==> src/rtl/alu_cells_sequencer.sv <==
// alu_cells_sequencer
//   Control-side initiator for the ALU cell datapath. One command is accepted
//   per start pulse in IDLE. The block then steps the mux selects, the ALU
//   enable/op and the result demux through the element sequence. Each ALU
//   result is either written back to the activation memory (ELEMWISE/SCALAR)
//   or routed through the demux to a parameter register (PIXEL).
//
// Ports:
//   clk, rst_n                 clock (rising edge), async active-low reset
//   start                      command strobe, sampled only in IDLE
//   cmd_mode                   0=ELEMWISE 1=SCALAR 2=PIXEL 3=NOP
//   cmd_op                     ALU op for the whole command
//   cmd_param_sel, cmd_dest    parameter-mux select / PIXEL result destination
//   alu_result                 combinational ALU output from the datapath
//   busy, done, err            handshake; err is valid together with done
//   mux_1..4_control           datapath operand selects
//   enable_ALU, op_select      ALU control
//   demux_1_control            result destination (15 = none)
//   mem_wr_en/addr/data        activation-memory write port
module alu_cells_sequencer #(
  parameter int N_ELEM = 9,
  parameter int DATA_W = 16
) (
  input  logic              clk,
  input  logic              rst_n,
  input  logic              start,
  input  logic [1:0]        cmd_mode,
  input  logic [1:0]        cmd_op,
  input  logic [3:0]        cmd_param_sel,
  input  logic [3:0]        cmd_dest,
  input  logic [DATA_W-1:0] alu_result,
  output logic              busy,
  output logic              done,
  output logic              err,
  output logic [4:0]        mux_1_control,
  output logic [4:0]        mux_2_control,
  output logic [1:0]        mux_3_control,
  output logic [3:0]        mux_4_control,
  output logic              enable_ALU,
  output logic [1:0]        op_select,
  output logic [3:0]        demux_1_control,
  output logic              mem_wr_en,
  output logic [3:0]        mem_wr_addr,
  output logic [DATA_W-1:0] mem_wr_data
);

  localparam int STEP_W = (N_ELEM > 1) ? $clog2(N_ELEM) : 1;

  localparam logic [1:0] MODE_ELEM   = 2'd0;
  localparam logic [1:0] MODE_SCALAR = 2'd1;
  localparam logic [1:0] MODE_PIXEL  = 2'd2;
  localparam logic [1:0] MODE_NOP    = 2'd3;

  localparam logic [3:0] DEMUX_NONE  = 4'd15;
  localparam logic [3:0] MUX4_BANK2  = 4'd7;

  typedef enum logic [1:0] {
    IDLE,
    ISSUE,
    WRITE,
    DONE
  } state_t;

  state_t            state;
  logic [STEP_W-1:0] step;
  logic [1:0]        mode_q;
  logic [1:0]        op_q;
  logic [3:0]        param_q;
  logic [3:0]        dest_q;

  logic [1:0]        sel_mode;
  logic [3:0]        sel_param;
  logic [3:0]        sel_dest;
  logic [STEP_W-1:0] iss_step;
  logic              last_step;
  logic              cmd_reject;

  logic [4:0]        iss_m1;
  logic [4:0]        iss_m2;
  logic [1:0]        iss_m3;
  logic [3:0]        iss_m4;
  logic [3:0]        iss_dmx;

  // Outputs are registered, so the controls for the next ISSUE cycle are
  // computed one cycle early. From IDLE they come straight from the cmd_*
  // inputs (the command register is loaded on the same edge) and target
  // step 0. From WRITE they come from the command register and step+1.
  always_comb begin
    sel_mode  = (state == IDLE) ? cmd_mode      : mode_q;
    sel_param = (state == IDLE) ? cmd_param_sel : param_q;
    sel_dest  = (state == IDLE) ? cmd_dest      : dest_q;
    iss_step  = (state == IDLE) ? '0 : step + STEP_W'(1);
    last_step = (step == STEP_W'(N_ELEM - 1));
  end

  // Illegal commands: NOP, parameter select 7 (the mux_2 path) or beyond 8
  // for the parameter-using modes, and a demux target above 7 for PIXEL.
  always_comb begin
    cmd_reject = 1'b0;
    if (cmd_mode == MODE_NOP)
      cmd_reject = 1'b1;
    if ((cmd_mode == MODE_SCALAR || cmd_mode == MODE_PIXEL) &&
        (cmd_param_sel == 4'd7 || cmd_param_sel > 4'd8))
      cmd_reject = 1'b1;
    if (cmd_mode == MODE_PIXEL && cmd_dest > 4'd7)
      cmd_reject = 1'b1;
  end

  // Operand and destination selects for one ISSUE cycle.
  always_comb begin
    iss_m1  = '0;
    iss_m2  = '0;
    iss_m3  = 2'd1;
    iss_m4  = '0;
    iss_dmx = DEMUX_NONE;
    case (sel_mode)
      MODE_ELEM: begin
        iss_m1 = 5'(iss_step);
        iss_m2 = 5'(N_ELEM) + 5'(iss_step);
        iss_m4 = MUX4_BANK2;
      end
      MODE_SCALAR: begin
        iss_m1 = 5'(iss_step);
        iss_m4 = sel_param;
      end
      MODE_PIXEL: begin
        iss_m3  = 2'd0;
        iss_m4  = sel_param;
        iss_dmx = sel_dest;
      end
      default: ;
    endcase
  end

  // Sequencer FSM. Every output is assigned on the edge entering the state
  // it belongs to; leaving ISSUE always restores the idle controls so the
  // demux can only point at a parameter register while the ALU is enabled.
  always_ff @(posedge clk or negedge rst_n) begin
    if (!rst_n) begin
      state           <= IDLE;
      step            <= '0;
      mode_q          <= '0;
      op_q            <= '0;
      param_q         <= '0;
      dest_q          <= '0;
      busy            <= 1'b0;
      done            <= 1'b0;
      err             <= 1'b0;
      mux_1_control   <= '0;
      mux_2_control   <= '0;
      mux_3_control   <= '0;
      mux_4_control   <= '0;
      enable_ALU      <= 1'b0;
      op_select       <= '0;
      demux_1_control <= DEMUX_NONE;
      mem_wr_en       <= 1'b0;
      mem_wr_addr     <= '0;
      mem_wr_data     <= '0;
    end else begin
      case (state)
        IDLE: begin
          done <= 1'b0;
          err  <= 1'b0;
          if (start) begin
            mode_q  <= cmd_mode;
            op_q    <= cmd_op;
            param_q <= cmd_param_sel;
            dest_q  <= cmd_dest;
            step    <= '0;
            if (cmd_reject) begin
              state <= DONE;
              done  <= 1'b1;
              err   <= 1'b1;
            end else begin
              state           <= ISSUE;
              busy            <= 1'b1;
              enable_ALU      <= 1'b1;
              op_select       <= cmd_op;
              mux_1_control   <= iss_m1;
              mux_2_control   <= iss_m2;
              mux_3_control   <= iss_m3;
              mux_4_control   <= iss_m4;
              demux_1_control <= iss_dmx;
            end
          end
        end

        ISSUE: begin
          enable_ALU      <= 1'b0;
          op_select       <= '0;
          mux_1_control   <= '0;
          mux_2_control   <= '0;
          mux_3_control   <= '0;
          mux_4_control   <= '0;
          demux_1_control <= DEMUX_NONE;
          if (mode_q == MODE_PIXEL) begin
            state <= DONE;
            busy  <= 1'b0;
            done  <= 1'b1;
            err   <= 1'b0;
          end else begin
            state       <= WRITE;
            mem_wr_en   <= 1'b1;
            mem_wr_addr <= 4'(step);
            mem_wr_data <= alu_result;
          end
        end

        WRITE: begin
          mem_wr_en <= 1'b0;
          if (last_step) begin
            step  <= '0;
            state <= DONE;
            busy  <= 1'b0;
            done  <= 1'b1;
            err   <= 1'b0;
          end else begin
            step            <= iss_step;
            state           <= ISSUE;
            enable_ALU      <= 1'b1;
            op_select       <= op_q;
            mux_1_control   <= iss_m1;
            mux_2_control   <= iss_m2;
            mux_3_control   <= iss_m3;
            mux_4_control   <= iss_m4;
            demux_1_control <= iss_dmx;
          end
        end

        DONE: begin
          done  <= 1'b0;
          err   <= 1'b0;
          state <= IDLE;
        end

        default: state <= IDLE;
      endcase
    end
  end

endmodule

==> config.mk <==
export PLATFORM = sky130hd
export DESIGN_NAME = alu_cells_sequencer
export DESIGN_NICKNAME = d
export VERILOG_FILES = /design/src/rtl/alu_cells_sequencer.sv
export SDC_FILE = /design/constraint.sdc
export NUM_CORES = 1
export LEC_CHECK = 0
export BUFFER_PORTS_ARGS = -buffer_cell sky130_fd_sc_hd__buf_2
export CAP_MARGIN = 25
export CORE_MARGIN = 3
export CORE_UTILIZATION = 57
export DETAILED_ROUTE_END_ITERATION = 16
export HOLD_SLACK_MARGIN = 0.08
export PLACE_DENSITY = 0.85
export SETUP_SLACK_MARGIN = 0.2
export SYNTH_ARGS = -nofsm -noshare
export SYNTH_HDL_FRONTEND = slang
export SYNTH_SLANG_ARGS = --single-unit
==> constraint.sdc <==
create_clock -name clk -period 3.75 [get_ports clk]
set_clock_uncertainty 0.2 [all_clocks]
set_input_delay 0 -clock clk [delete_from_list [all_inputs] [get_ports clk]]
set_output_delay 0 -clock clk [all_outputs]
set_load 0.01 [all_outputs]
### Word level (Yosys, flattened, before mapping)

Cells that the tools add are included.
Widths: inputs -> output; s select.

* reduce and logical (&&, ||, !) cells: 18
* multiply operators: 0
* eq/ne operators: 17
* divide/modulo/power cells: 0
* bitwise logic cells: 1
* mux-type cells: 59
* $add $sub $neg: 2
* shift operators: 0
* $lt $le $gt $ge: 2

Operators by type and width (count)
* $mux 4: 13
* $mux 5: 7
* $pmux 5 s3: 2
* $pmux 4 s3: 2
* $mux 2: 10
* $pmux 4 s2: 2
* $mux 1: 15
* $eq 2x2->1 const B: 6
* $ne 2x2->1 const B: 6
* $pmux 2 s3: 2
* $reduce_and 2->1: 5
* $pmux 1 s4: 2
* $pmux 2 s4: 1
* $eq 2x1->1 const B: 3
* $pmux 1 s3: 2
* $add 4x4->5 const A: 1
* $reduce_and 5->1: 1
* $add 4x1->4 const B: 1
* $eq 4x3->1 const B: 1
* $eq 4x4->1 const B: 1
* $gt 4x3->1 const B: 1
* $gt 4x4->1 const B: 1
* $logic_not 2->1: 2
* $reduce_and 4->1: 1
* other kinds (7): 11

* register bits: 65
* memories kept: 0
* bits in latches: 0
* word-level logic and storage cells: 118
* output and inout bits: 47
* input bits: 31
* bits in writable memories: 0
* memory bits (read-only): 0

### Longest topological paths before layout

Gate-level depths: netlist of run 1.

* depth after elaboration: 8
* mapped depth: 9
* depth with buffers taken out: 7

### Least setup slack after synthesis of run 1

No wires, ideal clock.

* path type: reg-to-reg
* start point: reg state[0]
* end point: reg mux_2_control[0]
* arrival: 2.096 ns
* period minus slack after synthesis: 2.374 ns
* buffers on the path: 2
* stages on the path, launching flop included: 10
* setup slack: 1.376 ns
* cell sequence: dfrtp_1 -> inv_1 -> ha_1 -> buf_4 -> clkbuf_1 -> mux2i_1 -> ha_1 -> nand4_1 -> o22a_1 -> o2bb2ai_1

* cells in the longest elaborated chain, start to end: 7
* elaborated cells on any way between the ends: 17

Ends and longest elaborated chain
* from (decl): RTL line 64 `state_t state;`
* from (signal assigned): RTL line 140 `state <= IDLE;`
* from (signal assigned): RTL line 171 `state <= DONE;`
* from (signal assigned): RTL line 175 `state <= ISSUE;`
* $logic_not 2->1: RTL line 89, 92, 160
* $mux 4 or $mux 2 (tied branches): RTL line 92, 89
* $add 4x4->5 or $logic_not 2->1 (tied branches): RTL line 119, 116
* $mux 5: RTL line 116 `case (sel_mode)`
* $mux 5: RTL line 170 `if (cmd_reject) begin`
* $mux 5: RTL line 164 `if (start) begin`
* $pmux 5 s3: RTL line 160 `case (state)`
* to (signal assigned): RTL line 180 `mux_2_control <= iss_m2;`
* to (signal assigned): RTL line 223 `mux_2_control <= iss_m2;`
* to (decl): RTL line 36 `output logic [4:0] mux_2_control,`

Several ways; a longest one is shown, not always the timed one. The select of a mux whose other input is x is not followed.
A chain may end at the register's enable or synchronous reset.

### Final worst setup path of run 1

* start point: reg state[0]
* end point: reg op_select[1]

* cells in the longest elaborated chain, start to end: 3
* elaborated cells on any way between the ends: 9

Ends and longest elaborated chain
* $eq 2x2->1, or another cell as far along: RTL line 160
* $ne 2x2->1 (no line) or $reduce_bool 3->1 (tied branches)
* $reduce_and 4->1 (no line)
* to (signal assigned): RTL line 178 `op_select <= cmd_op;`
* to (signal assigned): RTL line 221 `op_select <= op_q;`
* to (decl): RTL line 40 `output logic [1:0] op_select,`

Several ways; a longest one is shown, not always the timed one.

==> impl_metrics.csv, run 1 <==
group,metric,value,unit
synthesis,synth_edf_count,0,
layout,final_core_util,0.7876,
drt,drc_errors,0,
layout,syn2layout_area_growth,31.56,%
run,maxCapViolCount,0,
clock_tree,clock-sinks,63,
layout,fill_cells,325,
sta,drv_slew,0,
sta,setup_tns,0,ns
die,top_level_ports,78,
global_routing,grt.overflow.total,0,
sta,setup_violations,0,
die,die_w,79.71,um
synthesis,synth-seq-cells,63,
sta,relSlewSlack,0.3964,
synthesis,synthFlopType,"dfrtp_1",
power_and_ir_drop,p_sw,0.001313,W
clock_tree,cts_htree_levels,3,
clock_tree,cts_buffers,9,
sta,hold_violations,0,
drt,ant_nets,0,
drt,wl_per_cell,16.11,um
power_and_ir_drop,p_seq_frac,0.335,
global_routing,grtUsageTotal,0.2385,
layout,layout-drive-gt1-share,0.2981,
sta,worst_slew_pin_slew,0.9031,ns
sta,fmax,381.1,MHz
synthesis,netlist_area,3097,um^2
clock_tree,tritoncts,"done",
setup_path,worst-path-max-fanout,21,
layout,ff_latch_area,1582,um^2
setup_path,worstSetupStartpointType,"register",
die,die_area,6353,um^2
setup_path,path_class,"reg -> reg",
clock_tree,worst_skew_pair.late_latency,0.34,ns
sta,post-route-period-util,0.6998,
synthesis,seq_area_frac_synth,0.5107,
die,initial_core_util,0.5987,
layout,nets,408,
setup_path,end_kind,"register",
placement,gp_congestion,0.8428,
synthesis,synthArstFlopShare,1.000,
drt,drtIter0Drc,147,
synthesis,synth_area_per_cell,12.14,um^2
sta,rsz0062_at_grt,"false",
hold_path,hp-class,"in -> reg",
setup_path,critPathArrivalTime,2.65,ns
drt,dr.pass1.iters,5,
power_and_ir_drop,power.internal,0.002136,W
drt,vias_per_cell,5.519,
placement,port_buffers,75,
die,dieHeight,79.71,um
power_and_ir_drop,swShare,0.3807,
status,status,"finished clean",
global_routing,grt_pass1_vias,2561,
power_and_ir_drop,combPwrFrac,0.470,
placement,dp_hpwl,4.547,mm
power_and_ir_drop,clockPowerShare,0.196,
global_routing,antenna_found_initial,0,
synthesis,synth_cell_types,47,
clock_tree,clk_path_buf_depth,2,
clock_tree,path_clk_slew,0.07,ns
drt,routed_wl,7.072,mm
power_and_ir_drop,powerDensity,846.5,nW/um^2
power_and_ir_drop,ir_drop,0.5477,mV
sta,fin_crit,2.624,ns
drt,via_count,2423,
clock_tree,postCtsSetupBuffers,0,
setup_path,crit_required,3.77,ns
synthesis,yosys_warnings,0,
clock_tree,clockRootBuffer,"clkbuf_8",
power_and_ir_drop,leakage,1.984,nW
die,placementRows,26,
global_routing,grt_max_degree,39,
layout,diodes,0,
die,core_area,5172,um^2
global_routing,grt_pass1_wl,11.55,mm
layout,multi_input_area,1358,um^2
synthesis,postSynthCellCount,255,
==> metrics by stage <==
step	cell area, um^2	setup WS [ns]	power [W]	hold slack [ns]	instances
3_3_place_gp	3492	1.258	0.002663	-0.1891	390
5_1_grt	4074	0.9581	0.003695	0.2037	439
4_1_cts	4046	1.127	0.003445	0.1933	438
2_1_floorplan	3100	1.376	0.002309	-0.4956	256
6_report	4074	1.126	0.003448	0.2107	439
3_5_place_dp	3492	1.154	0.002731	-0.1819	390
==> routing by layer <==
| layer | global-route usage | routed length [um] | part of all wire | vias up |
|---|---|---|---|---|
| met5 | 0 | 0 | 0 | - |
| li1 | - | - | - | 1136 |
| met3 | 0.06885 | 468 | 0.066 | 11 |
| met1 | 0.2608 | 2907 | 0.41 | 1189 |
| met4 | 0.1134 | 91 | 0.013 | 0 |
| met2 | 0.4215 | 3604 | 0.51 | 87 |
==> final timing paths <==
kind	slack [ns]	startpoint	end	depth (start not counted)
min in group asynchronous	0.64	rst_n	step[1]	4
max in group asynchronous	1.84	rst_n	param_q[0]	5
hold reg to reg	0.26	demux_1_control[1]	demux_1_control[1]	2
setup / recovery	1.13	state[0]	op_select[1]	6
setup reg to reg	1.13	state[0]	op_select[1]	6
hold / removal	0.21	alu_result[1]	mem_wr_data[1]	3
==> area by class of cell <==
cell class                 instances  area share
multi-input combinational        161      0.3332
clock inverter                     3     0.01597
inverter                          18     0.01658
sequential                        63      0.3882
clock buffer                      13     0.04146
timing repair buffer             111      0.1830
tap                               70     0.02150
==> cells by family (layout without fill, tap and decap cells) <==
kind of cell	count (synthesis)	count (layout)	share of synthesized area
AO/OA/AOI/OAI	53	53	0.1333
XOR/XNOR	3	3	0.008486
adder cells (fa/ha/maj)	13	13	0.05253
buffers and inverters	32	145	0.05212
flip-flops	63	63	0.5107
multiplexers	46	46	0.1628
other	1	2	0.001211
AND/OR/NAND/NOR	44	44	0.07879
==> power groups by stage <==
stage / Clock [W] / Sequential [W] / Combinational (W)
6_report: 0.000674 / 0.00115 / 0.00162
5_1_grt: 0.000725 / 0.00119 / 0.00178
4_1_cts: 0.000685 / 0.00115 / 0.00161
3_5_place_dp: 0 / 0.00116 / 0.00157
3_3_place_gp: 0 / 0.00114 / 0.00152
2_1_floorplan: 0 / 0.00123 / 0.00108
==> cell usage in the layout, fill, tap and decap left out, drive strengths merged <==
master	netlist	final
o21ai	7	7
nand2b	4	4
nand4	1	1
o22a	2	2
o221a	1	1
a32oi	4	4
nand3	6	6
dfstp	4	4
a21o	1	1
and4b	1	1
and3	1	1
mux2i	14	14
xnor2	3	3
dfrtp	59	59
nand3b	3	3
mux2	32	32
a31oi	2	2
a221oi	1	1
or2	1	1
inv	18	18
a32o	7	7
o221ai	2	2
o2bb2ai	5	5
a22o	4	4
a21oi	12	12
clkbuf	1	13
nor2	7	7
bufinv	0	2
ha	13	13
conb	1	2
nor2b	4	4
nand4b	1	1
o21bai	3	3
dlygate4sd3	0	32
nor3	2	2
and2	1	1
buf	13	79
clkinv	0	1
o22ai	2	2
nand2	12	12
==> flip-flops by register name, indices dropped and copies added, names as in the netlist <==
| name | count |
|---|---|
| mem_wr_data | 16 |
| busy | 1 |
| mux_3_control | 1 |
| mux_2_control | 5 |
| param_q | 4 |
| state | 2 |
| done | 1 |
| op_select | 2 |
| mem_wr_en | 1 |
| mem_wr_addr | 4 |
| mux_4_control | 4 |
| demux_1_control | 4 |
| enable_ALU | 1 |
| err | 1 |
| op_q | 2 |
| mode_q | 2 |
| step | 4 |
| mux_1_control | 4 |
| dest_q | 4 |
==> worst max-delay path, cell delays in order (launching register included) <==
cell and delay, ns:
dfrtp_1 0.43, inv_1 0.15, ha_1 0.58, or2_1 0.23
nor2_2 0.06, a21oi_4 0.50, mux2_1 0.37
==> cells in the mapped netlist, types with 3 or more instances <==
library cell	number	share of area
a21oi_1	11	0.018
nor2_1	4	0.0048
a32o_1	7	0.023
o21bai_1	3	0.0073
nand3_1	6	0.0097
nand3b_1	3	0.0073
dfrtp_1	59	0.48
inv_1	18	0.022
buf_4	5	0.012
xnor2_1	3	0.0085
nand2b_1	4	0.0081
ha_1	13	0.053
mux2_1	28	0.10
buf_2	6	0.0097
nand2_1	12	0.015
o21ai_1	5	0.0081
a22o_1	4	0.011
mux2i_1	14	0.045
nor2b_1	4	0.0081
a32oi_1	4	0.011
o2bb2ai_1	5	0.014
dfstp_2	4	0.034
mux2_2	3	0.011
==> timing repair <==
action,CTS,global route
gates resized for setup,0,0
hold buffers,32,0
hold endpoints to repair,106,0
Power figures use the tool's default switching activity.
==> run 2, diff against run 1 <==
--- a/config.mk
+++ b/config.mk
@@ -8,10 +8,10 @@
 export BUFFER_PORTS_ARGS = -buffer_cell sky130_fd_sc_hd__buf_2
 export CAP_MARGIN = 25
 export CORE_MARGIN = 3
-export CORE_UTILIZATION = 57
+export CORE_UTILIZATION = 48
 export DETAILED_ROUTE_END_ITERATION = 16
 export HOLD_SLACK_MARGIN = 0.08
-export PLACE_DENSITY = 0.85
+export PLACE_DENSITY = 0.76
 export SETUP_SLACK_MARGIN = 0.2
 export SYNTH_ARGS = -nofsm -noshare
 export SYNTH_HDL_FRONTEND = slang
==> constraint.sdc (replaced) <==
create_clock -name clk -period 2.25 [get_ports clk]
set_clock_uncertainty 0.2 [all_clocks]
set_input_delay 0 -clock clk [delete_from_list [all_inputs] [get_ports clk]]
set_output_delay 0 -clock clk [all_outputs]
set_load 0.01 [all_outputs]
==> run 2 against run 1 <==
Against the previous run: flip-flop and latch count did not move; fmax up 29%; power increased by 73%; first-iteration DRC count shrank 21%; global-route usage shrank 3.5 points; wire length down 0.71%; sequential power is 67% higher; cell area grew 5.0%; utilization down 8.6 points.
==> impl_metrics.csv, run 2 (synthesized netlist as in run 1, its figures left out) <==
group,metric,value,unit
status,status,"finished clean",
setup_path,worst-path-max-fanout,7,
global_routing,antenna_found_initial,0,
sta,setup_violations,0,
power_and_ir_drop,p_seq_frac,0.323,
global_routing,grt_pass1_vias,2548,
drt,via_count,2440,
clock_tree,tritoncts,"done",
setup_path,cp_cell_sequence,"inv_2 > ha_4 > mux2i_4 > ha_4 > nand4_1 > o22a_2 > o2bb2ai_1",
drt,wl_per_cell,15.27,um
layout,most-common-layout-cells,"75 x buf_2, 58 x dfrtp_1, 31 x dlygate4sd3_1, 28 x mux2_1, 19 x buf_4",
power_and_ir_drop,powerDensity,1395,nW/um^2
sta,drv_slew,0,
layout,layout-drive-gt1-share,0.3818,
setup_path,crit_family,"compound AO/OA/AOI/OAI gates",
global_routing,grt.overflow.total,0,
layout,diodes,0,
layout,largestRegisters,"mem_wr_data (16), mux_2_control (5)",
setup_path,max_stage_delay,0.41,ns
die,placementRows,28,
setup_path,rrSetupSlack,0.21,ns
power_and_ir_drop,swShare,0.3896,
sta,worst_slew_pin_slew,0.7242,ns
die,die_area,7451,um^2
clock_tree,path_clk_slew,0.06,ns
power_and_ir_drop,combPwrFrac,0.538,
sta,relSlewSlack,0.5172,
drt,vias_per_cell,5.304,
die,top_level_ports,78,
placement,dp_hpwl,4.686,mm
sta,hold_violations,0,
setup_path,crit_required,2.31,ns
drt,drc_errors,0,
power_and_ir_drop,leakage,2.040,nW
drt,ant_nets,0,
run,maxCapViolCount,0,
drt,routed_wl,7.022,mm
die,dieHeight,86.32,um
setup_path,worstSetupStartpointType,"register",
setup_path,critical_path.slowest_cell,"dfrtp_1",
setup_path,crit_cells,7,
sta,setup_tns,0,ns
clock_tree,cts_buffers,9,
clock_tree,cts_htree_levels,3,
setup_path,path_class,"reg -> reg",
die,initial_core_util,0.5080,
clock_tree,clk_path_buf_depth,2,
drt,drtIter0Drc,116,
placement,gp_congestion,0.8241,
clock_tree,worst_skew_pair.late_latency,0.34,ns
global_routing,grt_max_degree,33,
sta,rsz0062_at_grt,"true",
die,die_w,86.32,um
power_and_ir_drop,p_sw,0.002324,W
layout,syn2layout_area_growth,38.10,%
layout,final_common_cell,"buf_2",
hold_path,hold_path_depth,5,
setup_path,critPathArrivalTime,2.10,ns
sta,post-route-period-util,0.9062,
power_and_ir_drop,ir_drop,0.8079,mV
clock_tree,clockRootBuffer,"clkbuf_8",
layout,nets,424,
setup_path,critPathMostFrequentCell,"ha_4",
hold_path,hp-class,"in -> reg",
die,core_area,6096,um^2
layout,top_register,"mem_wr_data",
global_routing,grtUsageTotal,0.2030,
drt,dr.pass1.iters,4,
setup_path,r2r_cells,7,
setup_path,path_buf_inv,1,
clock_tree,clock-sinks,63,
power_and_ir_drop,power.internal,0.003642,W
sta,fin_crit,2.039,ns
placement,port_buffers,75,
global_routing,grt_pass1_wl,11.89,mm
layout,largest_register_ffs,16,
power_and_ir_drop,clockPowerShare,0.139,
sta,holdWs,0.1043,ns
setup_path,end_kind,"register",
power_and_ir_drop,p_total,0.005966,W
sta,fmax,490.4,MHz
## run 2: changes by cell type in the layout (fill, tap and decap cells not counted), sizes merged
| cell | change |
|---|---|
| clkinv | +2 |
| dlygate4sd3 | -1 |
| buf | +17 |
| bufinv | -2 |
| clkinvlp | +1 |
| clkbuf | -1 |
## run 2: power by group through the flow
| stage | registers, W | clock network [W] | logic (W) |
|---|---|---|---|
| after floorplan | 0.00206 | 0 | 0.00199 |
| after global placement | 0.00192 | 0 | 0.00279 |
| after detailed placement | 0.00194 | 0 | 0.00286 |
| after CTS | 0.00193 | 0.000864 | 0.00297 |
| after global routing | 0.00198 | 0.000914 | 0.00355 |
| final | 0.00192 | 0.000829 | 0.00321 |
## run 2: final timing paths
path	end	start
max	mux_2_control[1]	state[0]
max in group asynchronous	demux_1_control[3]	rst_n
min in group asynchronous	mem_wr_data[12]	rst_n
min	mux_3_control[0]	cmd_mode[0]
max reg2reg	mux_2_control[1]	state[0]
min reg2reg	demux_1_control[2]	demux_1_control[2]
## run 2: through the flow
step	instances	cell area (um^2)	worst slack (ns)	util
after floorplan	256	3193	0.1560	-
after global placement	402	3621	0.1962	0.5940
after detailed placement	402	3621	0.09992	0.5940
after CTS	451	4128	0.2011	0.6771
after global routing	460	4277	0.1061	0.7016
final	460	4277	0.2110	0.7016
## run 2: cell type report
class	instances	area, um^2
Multi-Input combinational cell	161	1496
Clock inverter	4	22.52
Clock buffer	12	145.1
Sequential cell	63	1583
Timing Repair Buffer	127	868.3
Tap cell	75	93.84
Fill cell	434	1819
Inverter	18	67.56
## run 2: what timing repair did
| action | CTS | global route |
|---|---|---|
| cloned | 0 | 0 |
| hold buffers | 31 | 0 |
| setup buffers | 2 | 9 |
| pin swaps | 0 | 8 |
| resized for setup | 2 | 17 |
| endpoints found under the hold margin | 107 | 0 |
| endpoints found under the setup margin | 9 | 22 |
## run 2: routing by layer
layer  vias up  wire length [um]  global-route usage
li1       1171                 -                   -
met1      1188              2995              0.2427
met2        76              3510              0.3533
met3         5               447             0.06654
met4         0                68             0.05099
met5         -                 0                   0
## run 2: tightest hold or removal path: stages
cell     delay [ns]
buf_2          0.14
mux2i_4        0.11
ha_4           0.19
inv_1          0.05
a22o_1         0.11
==> run 3, diff against run 2 <==
--- a/config.mk
+++ b/config.mk
@@ -5,13 +5,13 @@
 export SDC_FILE = /design/constraint.sdc
 export NUM_CORES = 1
 export LEC_CHECK = 0
-export BUFFER_PORTS_ARGS = -buffer_cell sky130_fd_sc_hd__buf_2
+export BUFFER_PORTS_ARGS = -buffer_cell sky130_fd_sc_hd__clkbuf_2
 export CAP_MARGIN = 25
 export CORE_MARGIN = 3
 export CORE_UTILIZATION = 48
 export DETAILED_ROUTE_END_ITERATION = 16
 export HOLD_SLACK_MARGIN = 0.08
-export PLACE_DENSITY = 0.76
+export PLACE_DENSITY = 0.73
 export SETUP_SLACK_MARGIN = 0.2
 export SYNTH_ARGS = -nofsm -noshare
 export SYNTH_HDL_FRONTEND = slang
==> run 3 against run 2 <==
Against the previous run: cell count stayed put; cell area fell by 0.12%; die area unchanged; combinational power decreased by 3%; largest power group unchanged; sequential power about the same; utilization decreased by 0.082 points.
==> impl_metrics.csv, run 3 (synthesized netlist as in run 1, its figures left out) <==
group,metric,value,unit
status,status,"finished clean",
setup_path,worstSetupStartpointType,"register",
clock_tree,path_clk_slew,0.07,ns
setup_path,critical_path.slowest_cell,"dfrtp_1",
sta,setup_violations,0,
drt,wl_met3,475,um
sta,hold_violations,0,
power_and_ir_drop,ir_drop,0.8421,mV
die,top_level_ports,78,
drt,routed_wl,7.113,mm
setup_path,end_kind,"register",
hold_path,holdCritStartpoint,"alu_result[2]",
global_routing,grt.overflow.total,0,
drt,dr.pass1.iters,4,
layout,layout-drive-gt1-share,0.3636,
setup_path,r2r_end,"mux_4_control[3]",
clock_tree,clockRootBuffer,"clkbuf_8",
layout,nets,424,
global_routing,grtUsageTotal,0.2070,
drt,drt-met1-wl,3.081,mm
drt,wl_met2,3.451,mm
layout,final_common_cell,"clkbuf_2",
die,core_area,6096,um^2
setup_path,crit_required,2.28,ns
layout,largestRegisters,"mem_wr_data (16), mux_2_control (5)",
setup_path,worst-path-max-fanout,19,
global_routing,grt_max_degree,31,
power_and_ir_drop,powerDensity,1426,nW/um^2
drt,drtIter0Drc,143,
placement,dpl_cell_area,3608,um^2
layout,fill_cells,437,
power_and_ir_drop,leakage,2.053,nW
global_routing,grt_pass1_vias,2488,
run,maxCapViolCount,0,
clock_tree,tritoncts,"done",
clock_tree,clk_path_buf_depth,2,
hold_path,hold_path_depth,3,
layout,largest_register_ffs,16,
hold_path,whs_endpoint,"mem_wr_data[2]",
setup_path,r2r-start,"state[1]",
setup_path,r2r_cells,8,
sta,fmax,498.4,MHz
layout,design_area,4272,um^2
drt,routed.top_layer,"met4",
setup_path,critPathArrivalTime,2.04,ns
drt,drc_errors,0,
setup_path,rrSetupSlack,0.24,ns
die,initial_core_util,0.5080,
clock_tree,cts_buffers,9,
placement,port_buffers,75,
drt,wl_per_cell,15.46,um
global_routing,grt_pass1_wl,11.99,mm
sta,rsz0062_at_grt,"true",
die,placementRows,28,
setup_path,path_buf_inv,3,
sta,setup_tns,0,ns
drt,vias_per_cell,5.267,
sta,fin_crit,2.006,ns
setup_path,crit_family,"flip-flops",
die,die_area,7451,um^2
setup_path,path_class,"reg -> reg",
clock_tree,worst_skew_pair.late_latency,0.35,ns
hold_path,hp-class,"in -> reg",
sta,post-route-period-util,0.8917,
layout,multi_input_area,1459,um^2
layout,top_register,"mem_wr_data",
layout,most-common-layout-cells,"74 x clkbuf_2, 59 x dfrtp_1, 32 x dlygate4sd3_1, 28 x mux2_1, 18 x buf_4",
layout,ff_latch_area,1582,um^2
setup_path,max_stage_delay,0.39,ns
global_routing,antenna_found_initial,0,
drt,via_count,2423,
clock_tree,clock-sinks,63,
die,die_w,86.32,um
placement,gp_congestion,0.8517,
setup_path,crit_cells,8,
sta,drv_slew,0,
clock_tree,cts_htree_levels,3,
layout,syn2layout_area_growth,37.94,%
layout,diodes,0,
drt,ant_nets,0,
die,dieHeight,86.32,um
setup_path,cp_cell_sequence,"inv_2 > ha_4 > buf_4 > or2_1 > nor2_2 > a21oi_4 > buf_8 > a22o_1",
placement,dp_hpwl,4.722,mm
[run 3: worst max-delay path by stage]
stage                     startpoint          endpoint  slack, ns
after floorplan             state[0]  mux_2_control[0]       0.16
after global placement      state[0]  mux_2_control[3]       0.17
after detailed placement    state[0]  mux_2_control[3]       0.06
after CTS                   state[1]  mux_4_control[0]       0.21
after global routing        state[0]  mux_2_control[3]       0.17
final                       state[1]  mux_4_control[3]       0.24
[run 3: cell type report]
cell class                      instances  area share
Inverter                               18     0.01582
Sequential cell                        63      0.3702
Clock buffer                           10     0.02988
Multi-Input combinational cell        161      0.3415
Tap cell                               75     0.02197
Clock inverter                          6     0.01992
Timing Repair Buffer                  127      0.2006
[run 3: repair_timing]
item | 4_1_cts | 5_1_grt
setup buffers | 5 | 5
setup endpoints to repair | 29 | 29
gates resized for setup | 3 | 9
hold buffers | 33 | 0
endpoints found under the hold margin | 111 | 0
gates cloned | 0 | 0
pin swaps | 0 | 7
[run 3: through the flow]
step	total power [W]	setup WS (ns)	hold slack (ns)	util	instances
CTS	0.006002	0.2128	0.1942	0.6899	456
finish	0.006093	0.2436	0.1966	0.7007	460
global placement	0.004683	0.1659	-0.2702	0.5920	402
detailed placement	0.004775	0.06097	-0.2757	0.5920	402
floorplan	0.004043	0.1560	-0.4956	-	256
global route	0.006559	0.1696	0.2075	0.7007	460
[run 3: routing by layer]
metal	global-route usage	vias up
met2	0.3428	81
met1	0.2608	1162
met5	0	-
li1	-	1168
met4	0.07082	0
met3	0.05798	12
[run 3: worst reg2reg max path, delay by kind of cell (launching register included)]
kind | cells | cell delay [ns]
AND/OR/NAND/NOR | 2 | 0.39
flip-flops | 1 | 0.39
buffers and inverters | 3 | 0.39
AO/OA/AOI/OAI | 2 | 0.31
adder cells (fa/ha/maj) | 1 | 0.21
[run 3: power by group]
part	total, W	internal [W]	leakage [nW]	switching (W)
sequential	0.00192	0.00164	0.775	0.000281
clock	0.00107	0.000620	0.102	0.000449
combinational	0.00311	0.00151	1.18	0.00160
